**src/rtl/ex_stage.sv**
```systemverilog
// Execute stage: ID->EX stage register, operand select, 12-op ALU, data-SRAM request, EX forwarding.
// Optional iterative divider with HI/LO registers, enabled by defining DIV_EN.
module ex_stage #(
    parameter int ID_TO_EX_WD  = 159,
    parameter int EX_TO_MEM_WD = 76,
    parameter int DIV_CYCLES   = 32
) (
    input  logic                    clk,
    input  logic                    rst,
    input  logic [5:0]              stall,
    input  logic [ID_TO_EX_WD-1:0]  id_to_ex_bus,
    output logic [EX_TO_MEM_WD-1:0] ex_to_mem_bus,
    output logic                    data_sram_en,
    output logic [3:0]              data_sram_wen,
    output logic [31:0]             data_sram_addr,
    output logic [31:0]             data_sram_wdata,
    output logic                    ex_wreg,
    output logic [4:0]              ex_waddr,
    output logic [31:0]             ex_wdata,
    output logic                    ex_opl,
    output logic                    stallreq_for_ex
);
    localparam logic [4:0] DIV_LAST = 5'(DIV_CYCLES - 1);

    logic [ID_TO_EX_WD-1:0] bus_q;
    logic stage_bubble, stage_load, stage_change;

    assign stage_bubble = stall[2] & ~stall[3];
    assign stage_load   = ~stall[2];
    assign stage_change = stage_bubble | stage_load;

    always_ff @(posedge clk or negedge rst) begin
        if (!rst)              bus_q <= '0;
        else if (stage_bubble) bus_q <= '0;
        else if (stage_load)   bus_q <= id_to_ex_bus;
    end

    logic [31:0] pc, inst, rdata1, rdata2;
    logic [11:0] alu_op;
    logic [2:0]  sel_src1;
    logic [3:0]  sel_src2, ram_wen;
    logic        ram_en, rf_we, sel_rf_res;
    logic [4:0]  rf_waddr;

    assign pc         = bus_q[158:127];
    assign inst       = bus_q[126:95];
    assign alu_op     = bus_q[94:83];
    assign sel_src1   = bus_q[82:80];
    assign sel_src2   = bus_q[79:76];
    assign ram_en     = bus_q[75];
    assign ram_wen    = bus_q[74:71];
    assign rf_we      = bus_q[70];
    assign rf_waddr   = bus_q[69:65];
    assign sel_rf_res = bus_q[64];
    assign rdata1     = bus_q[63:32];
    assign rdata2     = bus_q[31:0];

    // Selects are one-hot; an empty select yields zero.
    logic [31:0] src1, src2, alu_res, ex_result;
    assign src1 = ({32{sel_src1[0]}} & rdata1)
                | ({32{sel_src1[1]}} & pc)
                | ({32{sel_src1[2]}} & {27'b0, inst[10:6]});
    assign src2 = ({32{sel_src2[0]}} & rdata2)
                | ({32{sel_src2[1]}} & {{16{inst[15]}}, inst[15:0]})
                | ({32{sel_src2[2]}} & 32'd8)
                | ({32{sel_src2[3]}} & {16'b0, inst[15:0]});

    always_comb begin
        alu_res = '0;
        if (alu_op[11]) alu_res = alu_res | (src1 + src2);
        if (alu_op[10]) alu_res = alu_res | (src1 - src2);
        if (alu_op[9])  alu_res = alu_res | {31'b0, $signed(src1) < $signed(src2)};
        if (alu_op[8])  alu_res = alu_res | {31'b0, src1 < src2};
        if (alu_op[7])  alu_res = alu_res | (src1 & src2);
        if (alu_op[6])  alu_res = alu_res | ~(src1 | src2);
        if (alu_op[5])  alu_res = alu_res | (src1 | src2);
        if (alu_op[4])  alu_res = alu_res | (src1 ^ src2);
        if (alu_op[3])  alu_res = alu_res | (src2 << src1[4:0]);
        if (alu_op[2])  alu_res = alu_res | (src2 >> src1[4:0]);
        if (alu_op[1])  alu_res = alu_res | $unsigned($signed(src2) >>> src1[4:0]);
        if (alu_op[0])  alu_res = alu_res | {src2[15:0], 16'b0};
    end

`ifdef DIV_EN
    localparam logic [1:0] S_IDLE = 2'd0;
    localparam logic [1:0] S_RUN  = 2'd1;
    localparam logic [1:0] S_DONE = 2'd2;

    logic [1:0]  state;
    logic [4:0]  cnt;
    logic [31:0] quo, dvs, rem, hi, lo;
    logic        neg_q, neg_r, dvs_zero, div_done;
    logic        is_div, is_divs, is_mfhi, is_mflo, div_start;
    logic [32:0] trial;

    assign is_divs   = (inst[31:26] == 6'd0) && (inst[5:0] == 6'h1A);
    assign is_div    = is_divs || ((inst[31:26] == 6'd0) && (inst[5:0] == 6'h1B));
    assign is_mfhi   = (inst[31:26] == 6'd0) && (inst[5:0] == 6'h10);
    assign is_mflo   = (inst[31:26] == 6'd0) && (inst[5:0] == 6'h12);
    assign div_start = is_div && !div_done;

    // Restoring step: shift next dividend bit into the partial remainder, subtract if it fits.
    assign trial = {rem, quo[31]} - {1'b0, dvs};

    always_ff @(posedge clk or negedge rst) begin
        if (!rst) begin
            state    <= S_IDLE;
            cnt      <= '0;
            quo      <= '0;
            dvs      <= '0;
            rem      <= '0;
            neg_q    <= 1'b0;
            neg_r    <= 1'b0;
            dvs_zero <= 1'b0;
            hi       <= '0;
            lo       <= '0;
            div_done <= 1'b0;
        end else begin
            case (state)
                S_IDLE: if (div_start) begin
                    quo      <= (is_divs && rdata1[31]) ? -rdata1 : rdata1;
                    dvs      <= (is_divs && rdata2[31]) ? -rdata2 : rdata2;
                    neg_q    <= is_divs && (rdata1[31] ^ rdata2[31]);
                    neg_r    <= is_divs && rdata1[31];
                    dvs_zero <= (rdata2 == 32'd0);
                    rem      <= '0;
                    cnt      <= '0;
                    state    <= S_RUN;
                end
                S_RUN: begin
                    quo <= {quo[30:0], ~trial[32]};
                    rem <= trial[32] ? {rem[30:0], quo[31]} : trial[31:0];
                    cnt <= cnt + 5'd1;
                    if (cnt == DIV_LAST) state <= S_DONE;
                end
                S_DONE: begin
                    // With a zero divisor the remainder is |dividend|, so the sign fix restores the dividend.
                    hi    <= neg_r ? -rem : rem;
                    lo    <= dvs_zero ? 32'hFFFF_FFFF : (neg_q ? -quo : quo);
                    state <= S_IDLE;
                end
                default: state <= S_IDLE;
            endcase
            if (stage_change)         div_done <= 1'b0;
            else if (state == S_DONE) div_done <= 1'b1;
        end
    end

    assign stallreq_for_ex = (state == S_RUN) || ((state == S_IDLE) && div_start);
    assign ex_result = is_mfhi ? hi : (is_mflo ? lo : alu_res);

    logic unused_bits;
    assign unused_bits = ^{stall[5:4], stall[1:0], inst[25:16]};
`else
    assign stallreq_for_ex = 1'b0;
    assign ex_result       = alu_res;

    logic unused_bits;
    assign unused_bits = ^{stall[5:4], stall[1:0], inst[31:16], DIV_LAST};
`endif

    assign data_sram_en    = ram_en;
    assign data_sram_wen   = ram_wen;
    assign data_sram_addr  = alu_res;
    assign data_sram_wdata = rdata2;

    assign ex_wreg  = rf_we;
    assign ex_waddr = rf_waddr;
    assign ex_wdata = ex_result;
    assign ex_opl   = sel_rf_res;

    assign ex_to_mem_bus = {pc, ram_en, ram_wen, sel_rf_res, rf_we, rf_waddr, ex_result};
endmodule

```
**config.mk**
```make
export PLATFORM = sky130hd
export DESIGN_NAME = ex_stage
export DESIGN_NICKNAME = d
export VERILOG_FILES = /design/src/rtl/ex_stage.sv
export SDC_FILE = /design/constraint.sdc
export NUM_CORES = 1
export LEC_CHECK = 0
export CAP_MARGIN = 20
export CORE_ASPECT_RATIO = 0.75
export CORE_UTILIZATION = 30
export DETAILED_ROUTE_END_ITERATION = 7
export PLACE_DENSITY = 0.56
export SLEW_MARGIN = 20
export SYNTH_ARGS = -nofsm -noshare
export SYNTH_HDL_FRONTEND = slang
export SYNTH_SLANG_ARGS = --single-unit
```
**constraint.sdc**
```tcl
create_clock -name clk -period 6.1 [get_ports clk]
set_clock_uncertainty 0.1 [all_clocks]
set_input_delay 1.83 -clock clk [delete_from_list [all_inputs] [get_ports clk]]
set_output_delay 1.83 -clock clk [all_outputs]
set_load 0.02 [all_outputs]
```
==> run_results.csv <==
group,metric,value,unit
power,powerDensity,246.4,mW/mm²
yosys,yosys-top-cells-area,"dfrtp_1, ha_1, o21ai_0, buf_4, nand3_1",
yosys,synth.avg_cell_area,7.386,µm²
floorplan,chipWidth,273.5,µm
cells_and_area,area_delta_synth_final,48.29,%
yosys,synthesis.nets,2520,
power,irDropWorstVdd,0.1424,mV
sta,rsz0062_at_grt,"yes",
floorplan,die_height,205.6,µm
sta,fmax,159.3,MHz
setup_path,crit_path_start_kind,"flop",
floorplan,initial_core_util,30.40,%
placed_design,post-dp-hpwl,73210,µm
clock_network,cts_tree,"built",
cells_and_area,largest_reg_flops,143,
floorplan,rows,74,
placed_design,dpl_cell_area,0.02279,mm²
yosys,yosysSeqAreaShare,21.58,%
setup_path,slowest_delay,550,ps
sta,fin_tns_setup,-1882,ps
yosys,yosysTopAreaCell,"dfrtp_1",
routing,via_per_inst,5.613,
yosys,yosys_warnings,0,
cells_and_area,fillers,5421,
sta,slew_headroom,42.74,%
clock_network,clock_path_buffers,2,
routing,finalWirelength,91250,µm
setup_path,cp.arrival,4350,ps
cells_and_area,drive_gt1_share,29.32,%
yosys,synth-edff-count,0,
yosys,synth_common_cells,"o21ai_0, inv_1, nand3_1, nand2_1, buf_4",
floorplan,core,0.05453,mm²
clock_network,cts.clk_slew.worst_paths,60,ps
worst_hold_path,hp-start,"bus_q[51]$_DFFE_PN0P_",
setup_path,crit_fanout,6,
yosys,ys_ff_latch,143,
setup_path,path_delay_family,"compound AO/OA/AOI/OAI gates",
yosys,async_flop_share,100.0,%
global_routing,grt_pass1_vias,18860,
clock_network,clock_latency,430,ps
floorplan,io_pins,352,
global_routing,grt_max_degree,113,
cells_and_area,fin_area,0.02459,mm²
setup_path,critical_path.slowest_cell,"a2111oi_4",
global_routing,antenna_found_initial,5,
sta,period_share,102.9,%
job,max-cap-violations,0,
status,violations,"negative setup slack",
power,power.leakage,0.01137,µW
clock_network,cts_buffers,17,
setup_path,cp.required,4170,ps
status,status,"complete, but fails checks",
cells_and_area,top_regs,"bus_q x143",
routing,vias,19890,
worst_hold_path,hold_class,"flop to flop",
setup_path,path_cells,"or2_1, buf_4, a22o_1, inv_2, ha_4, a21oi_1, o21ai_1, o211ai_1, a2111oi_4, buf_4, nor4_4, o41ai_4, mux2i_2, nand3_2, buf_2",
cells_and_area,final_nets,3083,
sta,hold_viol,0,
routing,drtIter0Drc,2276,
setup_path,path_common_cell,"buf_4",
sta,fin_ws,-177.5,ps
floorplan,die-area,0.05622,mm²
clock_network,ctsHoldBuffers,0,
sta,period_needed,6278,ps
yosys,syn_inst,2245,
yosys,ys.flop_type,"dfrtp_1",
yosys,synth_top_area_share,21.58,%
routing,drt.antenna.violating_nets,0,
sta,setup_viol,25,
setup_path,cp-end-kind,"primary output",
yosys,yosysMostFrequentCell,"o21ai_0",
routing,wl_per_cell,25.75,µm
sta,maxSlewViolCount,0,
cells_and_area,top_register,"bus_q",
setup_path,cp_num_cells,15,
global_routing,track_usage,31.65,%
global_routing,grt_pass1_wl,129600,µm
placed_design,place_congestion,1.058,
setup_path,worst-r2r-setup-slack,4610,ps
worst_hold_path,min_path_cells,2,
routing,drt_first_pass_iters,6,
placed_design,numPortBuffers,330,
setup_path,r2r-start,"bus_q[88]$_DFFE_PN0P_",
yosys,yosysUniqueCellTypes,86,
yosys,synth.cell_area,0.01658,mm²
sta,worstMarginPinSlew,858.9,ps
clock_network,root_buffer,"clkbuf_16",
clock_network,clock-sinks,143,
routing,drc_errors,0,
global_routing,overflow,0,
setup_path,path_buf_inv,4,
setup_path,setup.worst_path.class,"flop to primary output",
setup_path,r2r_cells,3,
setup_path,crit_path_start,"bus_q[77]$_DFFE_PN0P_",
clock_network,cts_htree_levels,4,
path summary, 6_finish.rpt:
path                                         end
setup / recovery              data_sram_addr[30]
hold / removal             bus_q[51]$_DFFE_PN0P_
setup reg to reg           bus_q[88]$_DFFE_PN0P_
hold reg to reg            bus_q[51]$_DFFE_PN0P_
max in group asynchronous  bus_q[48]$_DFFE_PN0P_
min in group asynchronous  bus_q[27]$_DFFE_PN0P_
worst reg2reg max path: stages (launching register included):
cell and delay [ps]:
dfrtp_1 690, buf_4 410, nand3_1 100, o21ai_0 110
power by group:
| part | switching [µW] | internal, µW |
|---|---|---|
| registers | 74.0 | 1020 |
| logic | 2300 | 1640 |
| clock network | 435 | 596 |
| total | 2810 | 3250 |
metal layers:
metal | routed length, µm | part of all wire (%) | up-vias | track usage [%]
met4 | 3056 | 3.3 | 4 | 9.757
met5 | 23 | 0.025 | - | 0
met3 | 9888 | 11 | 156 | 8.064
met1 | 39670 | 43 | 9771 | 44.19
li1 | - | - | 8967 | -
met2 | 38600 | 42 | 995 | 47.31
cell usage in the layout, fill, tap and decap left out, types with 11 or more instances in the layout:
cell type / count
nand2_1: 173
a211oi_1: 12
nor2_1: 90
mux2i_1: 90
a221oi_1: 16
a21oi_1: 108
o2111ai_1: 12
dlymetal6s2s_1: 11
nor2b_1: 14
buf_2: 20
a21oi_2: 12
o21ai_1: 20
buf_6: 40
o211ai_1: 32
o22ai_1: 12
nand3_1: 182
buf_4: 506
xnor2_1: 30
a21o_1: 16
inv_1: 225
clkbuf_2: 12
a22o_1: 25
nor3_1: 23
dlygate4sd2_1: 18
nand2b_1: 11
a31oi_1: 19
dfrtp_1: 142
clkbuf_16: 18
a22oi_1: 41
mux2_2: 21
a221oi_2: 13
clkdlybuf4s50_1: 234
ha_1: 95
nand4_1: 13
o21ai_0: 216
through the flow:
stage / util (%) / cells / total power (µW) / setup slack, ps / hold slack [ps]
2_1_floorplan: - / 2245 / 2997 / 41.43 / 362.2
3_3_place_gp: 41.79 / 3488 / 4736 / -419.8 / 382.9
3_5_place_dp: 41.79 / 3488 / 4742 / -454.7 / 391.9
4_1_cts: 43.77 / 3530 / 5830 / -283.5 / 406.7
5_1_grt: 45.08 / 3543 / 6316 / -274.8 / 430.4
6_report: 45.09 / 3544 / 6058 / -177.5 / 401.4
repair_timing:
item / CTS / global route
resized for setup: 398 / 187
pin swaps: 42 / 48
cloned: 0 / 1
buffers inserted: 13 / 18
hold endpoints to repair: 0 / 0
endpoints found under the setup margin: 93 / 95
cell type report:
class | instances | area (µm²) | area share, %
antenna | 1 | 2.502 | 0.01018
clock buffer | 21 | 470.5 | 1.913
clock inverter | 11 | 106.4 | 0.4325
inverter | 243 | 932.1 | 3.791
multi-input combinational | 1552 | 11350 | 46.18
sequential | 143 | 3580 | 14.56
tap | 722 | 903.4 | 3.674
timing repair buffer | 851 | 7239 | 29.44
logic make-up after synthesis:
group           share of synthesized area, %
compound gates                         28.40
xor+xnor                               2.060
fa+ha+maj                              8.240
buf+inv                                16.45
flops                                  21.58
mux                                    7.274
other cells                          0.02262
simple gates                           15.98
Note: power is estimated with default switching activity, not from simulation.
